## src/rtl/ctrl_regfile_pkg.sv

```systemverilog
`default_nettype none
// ctrl_regfile_pkg: shared response codes, decode result type, sizing helpers
// and the default 32-bit AXI-Lite request/response structs for ctrl_regfile.
package ctrl_regfile_pkg;

  localparam logic [1:0] RESP_OKAY   = 2'b00;
  localparam logic [1:0] RESP_SLVERR = 2'b10;

  typedef enum logic [1:0] {
    DEC_GENERAL = 2'd0,
    DEC_COUNTER = 2'd1,
    DEC_INVALID = 2'd2
  } decode_e;

  // Number of bus words the 64-bit cycle counter occupies.
  function automatic int unsigned cnt_words(input int unsigned data_width);
    return 64 / data_width;
  endfunction

  // Width of the word index once the byte offset is stripped from the address.
  function automatic int unsigned idx_width(input int unsigned addr_width,
                                            input int unsigned data_width);
    return addr_width - $clog2(data_width / 8);
  endfunction

  typedef struct packed {
    logic [31:0] aw_addr;
    logic        aw_valid;
    logic [31:0] w_data;
    logic [3:0]  w_strb;
    logic        w_valid;
    logic        b_ready;
    logic [31:0] ar_addr;
    logic        ar_valid;
    logic        r_ready;
  } axi_lite_req_32_t;

  typedef struct packed {
    logic        aw_ready;
    logic        w_ready;
    logic [1:0]  b_resp;
    logic        b_valid;
    logic        ar_ready;
    logic [31:0] r_data;
    logic [1:0]  r_resp;
    logic        r_valid;
  } axi_lite_resp_32_t;

endpackage
`default_nettype wire

```

## src/rtl/ctrl_regfile_counter.sv

```systemverilog
`default_nettype none
// ctrl_regfile_counter: free-running 64-bit cycle counter with a high-word
// snapshot captured whenever the low word is read.
module ctrl_regfile_counter #(
  parameter logic [63:0] RstVal = '0
) (
  input  logic        clk_i,
  input  logic        rst_ni,
  input  logic        count_en_i,
  input  logic        lo_rd_i,
  output logic [63:0] cnt_o,
  output logic [31:0] hi_snap_o
);

  always_ff @(posedge clk_i or negedge rst_ni) begin
    if (!rst_ni) begin
      cnt_o     <= RstVal;
      hi_snap_o <= '0;
    end else begin
      if (count_en_i) cnt_o <= cnt_o + 64'd1;
      if (lo_rd_i)    hi_snap_o <= cnt_o[63:32];
    end
  end

endmodule
`default_nettype wire

```

## src/rtl/ctrl_regfile.sv

```systemverilog
`default_nettype none
// ctrl_regfile: AXI-Lite control/status register file with RO/RW registers,
// hardware load ports, write pulses, sticky exit flag and a 64-bit cycle counter.
module ctrl_regfile
  import ctrl_regfile_pkg::*;
#(
  parameter int unsigned                        DataWidth    = 32,
  parameter int unsigned                        AddrWidth    = 32,
  parameter int unsigned                        NumRegs      = 3,
  parameter logic [NumRegs-1:0]                 ReadOnlyMask = '0,
  parameter logic [NumRegs-1:0][DataWidth-1:0]  RegRstVal    = '0,
  parameter logic [63:0]                        CntRstVal    = '0,
  parameter type axi_lite_req_t  = axi_lite_req_32_t,
  parameter type axi_lite_resp_t = axi_lite_resp_32_t
) (
  input  logic                                clk_i,
  input  logic                                rst_ni,
  input  axi_lite_req_t                       axi_lite_slave_req_i,
  output axi_lite_resp_t                      axi_lite_slave_resp_o,
  input  logic [NumRegs-1:0][DataWidth-1:0]   reg_d_i,
  input  logic [NumRegs-1:0]                  reg_load_i,
  input  logic                                count_en_i,
  output logic [NumRegs-1:0][DataWidth-1:0]   reg_q_o,
  output logic [NumRegs-1:0]                  reg_wr_pulse_o,
  output logic [DataWidth-1:0]                exit_o
);

  localparam int unsigned     StrbWidth = DataWidth / 8;
  localparam int unsigned     OffW      = $clog2(StrbWidth);
  localparam int unsigned     IdxW      = idx_width(AddrWidth, DataWidth);
  localparam int unsigned     CntWords  = cnt_words(DataWidth);
  localparam logic [IdxW-1:0] CntBase   = IdxW'(NumRegs);
  localparam logic [IdxW-1:0] CntEnd    = IdxW'(NumRegs + CntWords);

  typedef enum logic {IDLE = 1'b0, RESP = 1'b1} chan_state_e;

  chan_state_e          wr_state, rd_state;
  logic [IdxW-1:0]      aw_idx, ar_idx;
  decode_e              aw_dec, ar_dec;
  logic                 aw_hs, ar_hs, ar_ready, exit_valid, lo_rd;
  logic [1:0]           b_resp, r_resp;
  logic [DataWidth-1:0] r_data, rd_word, cnt_rd_word;
  logic [NumRegs-1:0]   wr_hit, wr_en;
  logic [63:0]          cnt;
  logic [31:0]          hi_snap;
  logic                 unused_addr_lsbs;

  function automatic decode_e decode(input logic [IdxW-1:0] idx);
    if (idx < CntBase) return DEC_GENERAL;
    if (idx < CntEnd)  return DEC_COUNTER;
    return DEC_INVALID;
  endfunction

  assign aw_idx = axi_lite_slave_req_i.aw_addr[AddrWidth-1:OffW];
  assign ar_idx = axi_lite_slave_req_i.ar_addr[AddrWidth-1:OffW];
  assign aw_dec = decode(aw_idx);
  assign ar_dec = decode(ar_idx);
  assign unused_addr_lsbs = ^{axi_lite_slave_req_i.aw_addr[OffW-1:0],
                              axi_lite_slave_req_i.ar_addr[OffW-1:0]};

  assign aw_hs = axi_lite_slave_req_i.aw_valid & axi_lite_slave_req_i.w_valid &
                 (wr_state == IDLE);
  assign ar_hs = axi_lite_slave_req_i.ar_valid & ar_ready;

  for (genvar i = 0; i < NumRegs; i++) begin : g_wr_sel
    assign wr_hit[i] = aw_hs && (aw_dec == DEC_GENERAL) && (aw_idx == IdxW'(i));
    assign wr_en[i]  = wr_hit[i] & ~ReadOnlyMask[i];
  end

  ctrl_regfile_counter #(
    .RstVal (CntRstVal)
  ) u_counter (
    .clk_i      (clk_i),
    .rst_ni     (rst_ni),
    .count_en_i (count_en_i),
    .lo_rd_i    (lo_rd),
    .cnt_o      (cnt),
    .hi_snap_o  (hi_snap)
  );

  // A 32-bit bus splits the counter; the high word comes from the snapshot.
  if (DataWidth == 32) begin : g_cnt32
    logic unused_cnt_hi;
    assign unused_cnt_hi = ^cnt[63:32];
    assign cnt_rd_word   = (ar_idx == CntBase) ? cnt[31:0] : hi_snap;
    assign lo_rd         = ar_hs && (ar_idx == CntBase);
  end else begin : g_cnt64
    logic unused_snap;
    assign unused_snap = ^hi_snap;
    assign cnt_rd_word = cnt[DataWidth-1:0];
    assign lo_rd       = 1'b0;
  end

  always_comb begin
    rd_word = '0;
    if (ar_dec == DEC_GENERAL) begin
      for (int i = 0; i < NumRegs; i++) begin
        if (ar_idx == IdxW'(i)) rd_word = reg_q_o[i];
      end
    end else if (ar_dec == DEC_COUNTER) begin
      rd_word = cnt_rd_word;
    end
  end

  // Hardware load takes priority over a colliding bus write.
  always_ff @(posedge clk_i or negedge rst_ni) begin
    if (!rst_ni) begin
      wr_state       <= IDLE;
      b_resp         <= RESP_OKAY;
      reg_q_o        <= RegRstVal;
      reg_wr_pulse_o <= '0;
      exit_valid     <= 1'b0;
    end else begin
      reg_wr_pulse_o <= wr_en;
      case (wr_state)
        IDLE: if (aw_hs) begin
          wr_state <= RESP;
          b_resp   <= (aw_dec == DEC_INVALID) ? RESP_SLVERR : RESP_OKAY;
        end
        RESP: if (axi_lite_slave_req_i.b_ready) wr_state <= IDLE;
      endcase
      if (wr_hit[0]) exit_valid <= 1'b1;
      for (int i = 0; i < NumRegs; i++) begin
        if (reg_load_i[i]) begin
          reg_q_o[i] <= reg_d_i[i];
        end else if (wr_en[i]) begin
          for (int b = 0; b < StrbWidth; b++) begin
            if (axi_lite_slave_req_i.w_strb[b])
              reg_q_o[i][8*b +: 8] <= axi_lite_slave_req_i.w_data[8*b +: 8];
          end
        end
      end
    end
  end

  always_ff @(posedge clk_i or negedge rst_ni) begin
    if (!rst_ni) begin
      rd_state <= IDLE;
      ar_ready <= 1'b0;
      r_data   <= '0;
      r_resp   <= RESP_OKAY;
    end else begin
      case (rd_state)
        IDLE: if (ar_hs) begin
          rd_state <= RESP;
          ar_ready <= 1'b0;
          r_data   <= rd_word;
          r_resp   <= (ar_dec == DEC_INVALID) ? RESP_SLVERR : RESP_OKAY;
        end else begin
          ar_ready <= 1'b1;
        end
        RESP: if (axi_lite_slave_req_i.r_ready) begin
          rd_state <= IDLE;
          ar_ready <= 1'b1;
        end
      endcase
    end
  end

  always_comb begin
    axi_lite_slave_resp_o          = '0;
    axi_lite_slave_resp_o.aw_ready = aw_hs;
    axi_lite_slave_resp_o.w_ready  = aw_hs;
    axi_lite_slave_resp_o.b_valid  = (wr_state == RESP);
    axi_lite_slave_resp_o.b_resp   = b_resp;
    axi_lite_slave_resp_o.ar_ready = ar_ready;
    axi_lite_slave_resp_o.r_valid  = (rd_state == RESP);
    axi_lite_slave_resp_o.r_data   = r_data;
    axi_lite_slave_resp_o.r_resp   = r_resp;
  end

  assign exit_o = {reg_q_o[0][DataWidth-2:0], exit_valid};

endmodule
`default_nettype wire

```

## config.mk

```make
export PLATFORM = sky130hd
export DESIGN_NAME = ctrl_regfile
export DESIGN_NICKNAME = d
export VERILOG_FILES = /design/src/rtl/ctrl_regfile_pkg.sv /design/src/rtl/ctrl_regfile_counter.sv /design/src/rtl/ctrl_regfile.sv
export SDC_FILE = /design/constraint.sdc
export NUM_CORES = 1
export LEC_CHECK = 0
export ABC_AREA = 1
export BUFFER_PORTS_ARGS = -buffer_cell sky130_fd_sc_hd__buf_4
export CORE_MARGIN = 2
export CORE_UTILIZATION = 45
export CTS_CLUSTER_DIAMETER = 60
export DETAILED_ROUTE_END_ITERATION = 7
export HOLD_SLACK_MARGIN = 0.02
export PLACE_DENSITY = 0.7
export SLEW_MARGIN = 20
export SYNTH_ARGS = -nofsm -noshare
export SYNTH_HDL_FRONTEND = slang
export SYNTH_HIERARCHICAL = 1
export SYNTH_SLANG_ARGS = --single-unit
```

## constraint.sdc

```tcl
create_clock -name clk_i -period 2.1 [get_ports clk_i]
set_input_delay 0.42 -clock clk_i [delete_from_list [all_inputs] [get_ports clk_i]]
set_output_delay 0.42 -clock clk_i [all_outputs]
set_load 0.005 [all_outputs]
```

==> results of run 1 <==
## worst paths after layout
kind	startpoint	endpoint	slack, ps	cells past startpoint
worst max-delay path	u_counter/cnt_o[0]	u_counter/cnt_o[54]	200	7
worst min-delay path	axi_lite_slave_req_i[34]	wr_state	60	2
worst max register to register	u_counter/cnt_o[0]	u_counter/cnt_o[54]	200	7
worst min register to register	exit_valid	exit_valid	470	1
max in group asynchronous	rst_ni	r_data[23]	1020	3
min in group asynchronous	rst_ni	ar_ready	410	2
## worst reg2reg max path, stage by stage, from the launching register on
cell and delay [ps]:
dfrtp_1 430, ha_1 220, inv_1 50, nor2_1 150, nand2_1 120, nor3_1 370
nand3_1 240, xor2_1 200
## where the power goes
| part | total, µW | internal [µW] | leakage, µW | switching (µW) |
|---|---|---|---|---|
| logic | 2060 | 949 | 0.00654 | 1120 |
| registers | 5130 | 4790 | 0.00307 | 341 |
| clock network | 5000 | 2980 | 0.000459 | 2020 |
## synth_stat cells, drive strengths merged, types with 2 or more instances
cell    number  area [µm²]
a21oi       20         100
and2         4        25.0
and3         2        12.5
buf         88         578
clkbuf      34         128
dfrtp      233        5830
inv        170         638
mux2        12         135
nand2      778        2990
nand3      300        1540
nand3b       5        50.1
nand4       33         327
nor2       232        1020
nor3        17        95.1
nor4         4        25.0
o21ai       70         350
xnor2       17         149
xor2        29         254
## what timing repair did
item	CTS	global route
resized for setup	0	1
endpoints found under the hold margin	56	0
setup endpoints to repair	0	1
hold buffers	1	0
## routing by layer
metal  global-route usage [%]  vias up  part of all wire (%)
met5                        0        -                     0
met4                     12.1        0                   4.1
met3                     4.47      119                   7.5
met2                     49.6      641                    45
met1                     42.2     6899                    43
li1                         -     7109                     -
## stage by stage
step | cells | area [µm²]
after floorplan | 2055 | 14300
after global routing | 2796 | 18400
after global placement | 2748 | 17500
after CTS | 2796 | 18400
after detailed placement | 2748 | 17500
final | 2796 | 18400
## registers in the layout, indices dropped and copies added (netlist names)
signal and count:
wr_state 1, exit_o 31, rd_state 1, u_counter/cnt_o 64, r_data 32, r_resp 1
exit_valid 1, reg_q_o 65, reg_wr_pulse_o 3, ar_ready 1, b_resp 1, u_counter/hi_snap_o 32
## cell type report
| class | count | share of cell area, % |
|---|---|---|
| timing repair buffer | 414 | 18.3 |
| clock inverter | 10 | 0.713 |
| sequential | 233 | 31.6 |
| multi-input combinational | 1529 | 38.7 |
| inverter | 171 | 3.48 |
| tap | 402 | 2.73 |
| clock buffer | 37 | 4.43 |
## kinds of logic after synthesis
family	synth area share, %
compound gates	3.20
xor+xnor	2.82
fa+ha+maj	0.0875
buf+inv	9.43
flops	40.8
mux	0.946
other cells	0.0262
simple gates	42.7
==> impl_metrics.csv, run 1 <==
group,metric,value,unit
floorplanning,coreArea,31400,µm²
pwr,power_leakage,0.0101,µW
floorplanning,die_h,182,µm
global_route,grt_pass1_wl,79900,µm
synthesis,synth-seq-cells,233,
synthesis,syn_area_per_cell,6.96,µm²
finish,drive_above_1_share,22.6,%
clock_network,cts_buffer_depth,3,
global_route,overflow,0,
clock_network,cts_tree,"yes",
clock_network,clk_pin_slew,60,ps
setup_path,end_kind,"flop",
global_route,grt_pass1_vias,14200,
floorplanning,num_rows,65,
route,routed_wl,51300,µm
setup_path,crit_family,"simple AND/OR/NAND/NOR gates",
route,drt-vias-per-instance,5.28,
sta,rsz0062_at_grt,"no",
floorplanning,initial_core_util,45.5,%
global_route,grt_max_degree,66,
sta,holdWs,58.8,ps
synthesis,netlist_area,14300,µm²
finish,mostFrequentLayoutCells,"nand2_1 (764), buf_4 (392), nand3_1 (293)",
finish,regArea,5830,µm²
min_path,holdCritPathClass,"input pin to flop",
sta,fmax,527,MHz
route,drt_iter0_markers,1250,
global_route,grtUsageTotal,30.8,%
flow_run,maxCapViolations,0,
place,port_buffers,372,
synthesis,synth_edf_count,0,
place,dp_hpwl,40000,µm
pwr,irDropWorstVdd,0.810,mV
finish,final_util,58.7,%
route,num_vias,14800,
setup_path,critPathRequiredTime,2530,ps
sta,period_minus_slack,1900,ps
finish,multi_input_area,7130,µm²
setup_path,cp_slowest_cell,"dfrtp_1",
route,drc,0,
clock_network,clock_latency,570,ps
pwr,totalPowerFinal,12200,µW
sta,max_slew_margin,62.2,%
sta,final_hold_viol_count,0,
synthesis,ys_types,38,
setup_path,max_stage_delay,430,ps
setup_path,worst-path-buf-inv,1,
clock_network,cts_sinks,233,
sta,fin_worst_skew,28.1,ps
sta,timing.final.crit_share,90.3,%
pwr,power_density,662,nW/µm²
floorplanning,die_x,182,µm
synthesis,synth_flop_cell,"dfrtp_1",
setup_path,worstSetupPathType,"flop to flop",
synthesis,ys_warn_count,6,
sta,setup_slack,203,ps
finish,antennaDiodeCount,0,
status,status,"complete, no violations",
place,pre_cts_slack,36.5,ps
synthesis,ys_seq_area_share,40.8,%
setup_path,cp_max_fo,4,
finish,nNetsFinal,2587,
sta,tightestPinTransition,567,ps
floorplanning,io_pins,379,
route,wl_per_cell,18.3,µm
setup_path,crit_chain,"ha_1 -> inv_1 -> nor2_1 -> nand2_1 -> nor3_1 -> nand3_1 -> xor2_1",
global_route,antenna_found_initial,0,
synthesis,synth-async-reset-ratio,100,%
clock_network,root_buffer,"clkbuf_16",
clock_network,cts_buffers,30,
sta,drv_slew,0,
setup_path,arrival,2320,ps
sta,finalSetupViolCount,0,
synthesis,syn-instance-count,2054,
place,place_congestion,0.991,
setup_path,worstSetupStartpointType,"flop",
finish,fillCellCount,3009,
route,drt_pass1_iterations,5,
floorplanning,die_area,33200,µm²
finish,final_common_cell,"nand2_1",
clock_network,post-cts-setup-buffer-count,0,
clock_network,htree_num_levels,1,
route,ant_nets,0,
sta,tns,0,ps
finish,areaGrowthSynthToFinish,28.9,%
Power figures use the tool's default switching activity.
==> run 2: changes to the inputs <==
- CORE_UTILIZATION: 45 -> 31
- PLACE_DENSITY: 0.7 -> default
- SKIP_CTS_REPAIR_TIMING: default -> 1
==> impl_metrics.csv, run 2 (synthesized netlist as in run 1, its figures left out) <==
group,metric,value,unit
status,status,"complete, no violations",
sta,setup_slack,156,ps
sta,timing.final.crit_share,92.6,%
place,dp.cells,2947,
clock_network,cts_sinks,233,
finish,regArea,5830,µm²
global_route,grt_pass1_wl,83400,µm
setup_path,worstSetupStartpointType,"flop",
sta,rsz0062_at_grt,"no",
setup_path,cp_max_fo,4,
route,num_vias,14700,
finish,nNetsFinal,2585,
pwr,power_leakage,0.0100,µW
finish,top_regs,"reg_q_o x65, u_counter/cnt_o x64",
floorplanning,die_x,219,µm
route,drt_iter0_markers,1262,
place,place_congestion,0.903,
sta,tightestPinTransition,563,ps
route,ant_nets,0,
global_route,grtUsageTotal,22.4,%
flow_run,maxCapViolations,0,
finish,multi_input_area,7130,µm²
pwr,irDropWorstVdd,0.507,mV
setup_path,worstSetupPathType,"flop to flop",
sta,final_hold_viol_count,0,
finish,mostFrequentLayoutCells,"nand2_1 (764), buf_4 (396), nand3_1 (293)",
finish,fillCellCount,4772,
sta,max_slew_margin,62.5,%
floorplanning,die_area,47800,µm²
floorplanning,coreArea,45500,µm²
floorplanning,num_rows,78,
finish,final_common_cell,"nand2_1",
place,dp_hpwl,42000,µm
sta,finalSetupViolCount,0,
route,routed_wl,54000,µm
min_path,holdCritPathClass,"input pin to flop",
sta,tns,0,ps
floorplanning,die_h,219,µm
clock_network,cts_buffer_depth,3,
clock_network,root_buffer,"clkbuf_16",
sta,drv_slew,0,
sta,fin_worst_skew,18.4,ps
finish,final_util,40.7,%
global_route,grt_max_degree,61,
floorplanning,initial_core_util,31.4,%
clock_network,htree_num_levels,1,
global_route,overflow,0,
route,drc,0,
finish,top_register,"reg_q_o",
finish,drive_above_1_share,22.6,%
route,wl_per_cell,18.0,µm
clock_network,cts_buffers,27,
sta,period_minus_slack,1940,ps
setup_path,end_kind,"flop",
sta,fmax,515,MHz
place,pre_cts_slack,15.4,ps
clock_network,clock_latency,560,ps
finish,fin_cells,2998,
clock_network,cts_tree,"yes",
global_route,antenna_found_initial,0,
route,drt_pass1_iterations,5,
place,port_buffers,372,
setup_path,critPathRequiredTime,2530,ps
finish,areaGrowthSynthToFinish,29.7,%
setup_path,arrival,2370,ps
floorplanning,io_pins,379,
clock_network,clk_pin_slew,60,ps
pwr,power_density,634,nW/µm²
finish,largest_register_ffs,65,
global_route,grt_pass1_vias,14300,
route,drt-vias-per-instance,4.89,
finish,antennaDiodeCount,0,
==> run 2: final timing paths <==
check	startpoint	to	cells past startpoint	slack, ps
max	u_counter/cnt_o[0]	u_counter/cnt_o[54]	7	160
min	axi_lite_slave_req_i[34]	wr_state	2	90
max reg2reg	u_counter/cnt_o[0]	u_counter/cnt_o[54]	7	160
min reg2reg	exit_valid	exit_valid	1	470
max in group asynchronous	rst_ni	r_data[25]	3	1000
min in group asynchronous	rst_ni	exit_o[2]	2	420
==> run 2: stage by stage <==
stage	total power (µW)	cell area (µm²)	hold slack (ps)
CTS	11800	18500	-179
floorplan	6050	14300	124
detailed placement	7260	17700	415
global route	12200	18500	108
global placement	7230	17700	412
finish	11700	18500	91.2
==> run 2: final cells by class <==
cell class | instances | area share (%)
Tap cell | 600 | 4.05
Sequential cell | 233 | 31.5
Clock buffer | 36 | 3.99
Inverter | 171 | 3.46
Timing Repair Buffer | 415 | 18.0
Multi-Input combinational cell | 1529 | 38.5
Clock inverter | 14 | 0.554
==> run 2: critical path, stage by stage, from the launching register on <==
cell	delay, ps
dfrtp_1	430
ha_1	220
inv_1	50
nor2_1	160
nand2_1	110
nor3_1	400
nand3_1	250
xor2_1	200
==> run 2: power by group <==
group / leakage (µW) / switching (µW) / internal (µW)
registers: 0.00307 / 347 / 4780
logic: 0.00653 / 1120 / 940
clock network: 0.000409 / 2050 / 2510
==> run 2: routing by layer <==
metal  vias up  global-route usage (%)  part of all wire (%)
li1       7091                       -                     -
met1      6954                    31.4                    45
met2       532                    36.6                    46
met3        85                    2.76                   5.8
met4         0                    5.38                   2.5
met5         -                       0                     0
==> run 3: changes to the inputs <==
- MAX_ROUTING_LAYER: default -> met4
- REMOVE_ABC_BUFFERS: default -> 1
==> impl_metrics.csv, run 3 (synthesized netlist as in run 1, its figures left out) <==
group,metric,value,unit
global_route,grt_max_degree,69,
global_route,grtUsageTotal,22.2,%
finish,drive_above_1_share,23.1,%
setup_path,end_kind,"flop",
sta,drv_slew,0,
setup_path,arrival,2310,ps
clock_network,cts_sinks,233,
setup_path,worstSetupStartpointType,"flop",
floorplanning,die_x,219,µm
route,drt_pass1_iterations,5,
finish,fin_cells,3010,
sta,finalSetupViolCount,0,
global_route,grt_pass1_wl,80600,µm
route,num_vias,14700,
clock_network,htree_num_levels,1,
global_route,antenna_found_initial,3,
floorplanning,io_pins,379,
setup_path,critPathRequiredTime,2550,ps
clock_network,cts_buffers,29,
floorplanning,num_rows,78,
finish,final_common_cell,"nand2_1",
sta,rsz0062_at_grt,"no",
clock_network,clk_pin_slew,60,ps
route,drc,0,
finish,largest_register_ffs,65,
sta,max_slew_margin,62.8,%
sta,final_hold_viol_count,0,
sta,tightestPinTransition,558,ps
finish,final_util,41.3,%
clock_network,clock_latency,570,ps
sta,setup_slack,238,ps
route,routed_wl,52200,µm
pwr,irDropWorstVdd,0.446,mV
sta,fin_worst_skew,14.4,ps
sta,fmax,537,MHz
place,dp_hpwl,40300,µm
clock_network,cts_tree,"yes",
route,wl_per_cell,17.3,µm
flow_run,maxCapViolations,0,
finish,top_regs,"reg_q_o x65, u_counter/cnt_o x64",
place,pre_cts_slack,21.1,ps
route,ant_nets,0,
sta,tns,0,ps
finish,mostFrequentLayoutCells,"nand2_1 (764), buf_4 (399), nand3_1 (293)",
global_route,overflow,0,
finish,nNetsFinal,2592,
route,drt-vias-per-instance,4.87,
clock_network,cts_buffer_depth,3,
place,dp.cells,2952,
pwr,power_leakage,0.0101,µW
finish,top_register,"reg_q_o",
setup_path,worstSetupPathType,"flop to flop",
global_route,grt_pass1_vias,14200,
route,drt_iter0_markers,1147,
floorplanning,die_area,47800,µm²
finish,areaGrowthSynthToFinish,31.4,%
status,status,"complete, no violations",
place,port_buffers,372,
pwr,power_density,660,nW/µm²
floorplanning,die_h,219,µm
place,place_congestion,0.936,
clock_network,root_buffer,"clkbuf_16",
setup_path,cp_max_fo,5,
floorplanning,coreArea,45500,µm²
sta,timing.final.crit_share,88.7,%
min_path,holdCritPathClass,"input pin to flop",
sta,period_minus_slack,1860,ps
floorplanning,initial_core_util,31.4,%
pwr,totalPowerFinal,12400,µW
-- run 3: power by group --
part,switching (µW),internal [µW]
clock,2060,3160
combinational,1100,943
sequential,352,4780
-- run 3: critical path, cell delays in order (launching register included) --
cell and delay, ps:
dfrtp_1 420, ha_1 220, nand3_1 130, nor2_4 170, nand2_4 110, inv_2 100, nand2_2 140, nor2_2 210
nand2_1 110, xnor2_1 130
-- run 3: per-layer routing --
layer | track usage, % | vias up | part of all wire [%]
met4 | 7.55 | 0 | 3.5
met1 | 29.2 | 6873 | 44
li1 | - | 7116 | -
met2 | 35.1 | 572 | 46
met5 | - | - | 0
met3 | 2.99 | 93 | 6.6
-- run 3: worst paths after layout --
| kind | start | endpoint | slack (ps) | depth (start not counted) |
|---|---|---|---|---|
| worst max-delay path | u_counter/cnt_o[0] | u_counter/cnt_o[42] | 240 | 9 |
| worst min register to register | exit_valid | exit_valid | 460 | 1 |
| worst max register to register | u_counter/cnt_o[0] | u_counter/cnt_o[42] | 240 | 9 |
| worst min-delay path | axi_lite_slave_req_i[34] | wr_state | 40 | 2 |
| max in group asynchronous | rst_ni | exit_o[12] | 1060 | 3 |
| min in group asynchronous | rst_ni | u_counter/hi_snap_o[18] | 390 | 2 |
-- run 3: stage by stage --
stage / hold WS, ps / cell area [µm²]
6_report: 37.0 / 18800
2_1_floorplan: 124 / 13600
3_5_place_dp: 373 / 17800
3_3_place_gp: 373 / 17800
4_1_cts: -224 / 18800
5_1_grt: 55.2 / 18800
-- run 3: cell type report --
| type | instances | area, µm² |
|---|---|---|
| repair buffers | 420 | 3400 |
| diodes | 3 | 7.51 |
| clock buffers | 39 | 833 |
| inverters | 171 | 642 |
| clock inverters | 15 | 171 |
| multi-input cells | 1529 | 7140 |
| well taps | 600 | 751 |
| fillers | 4741 | 26700 |
| flip-flops and latches | 233 | 5830 |
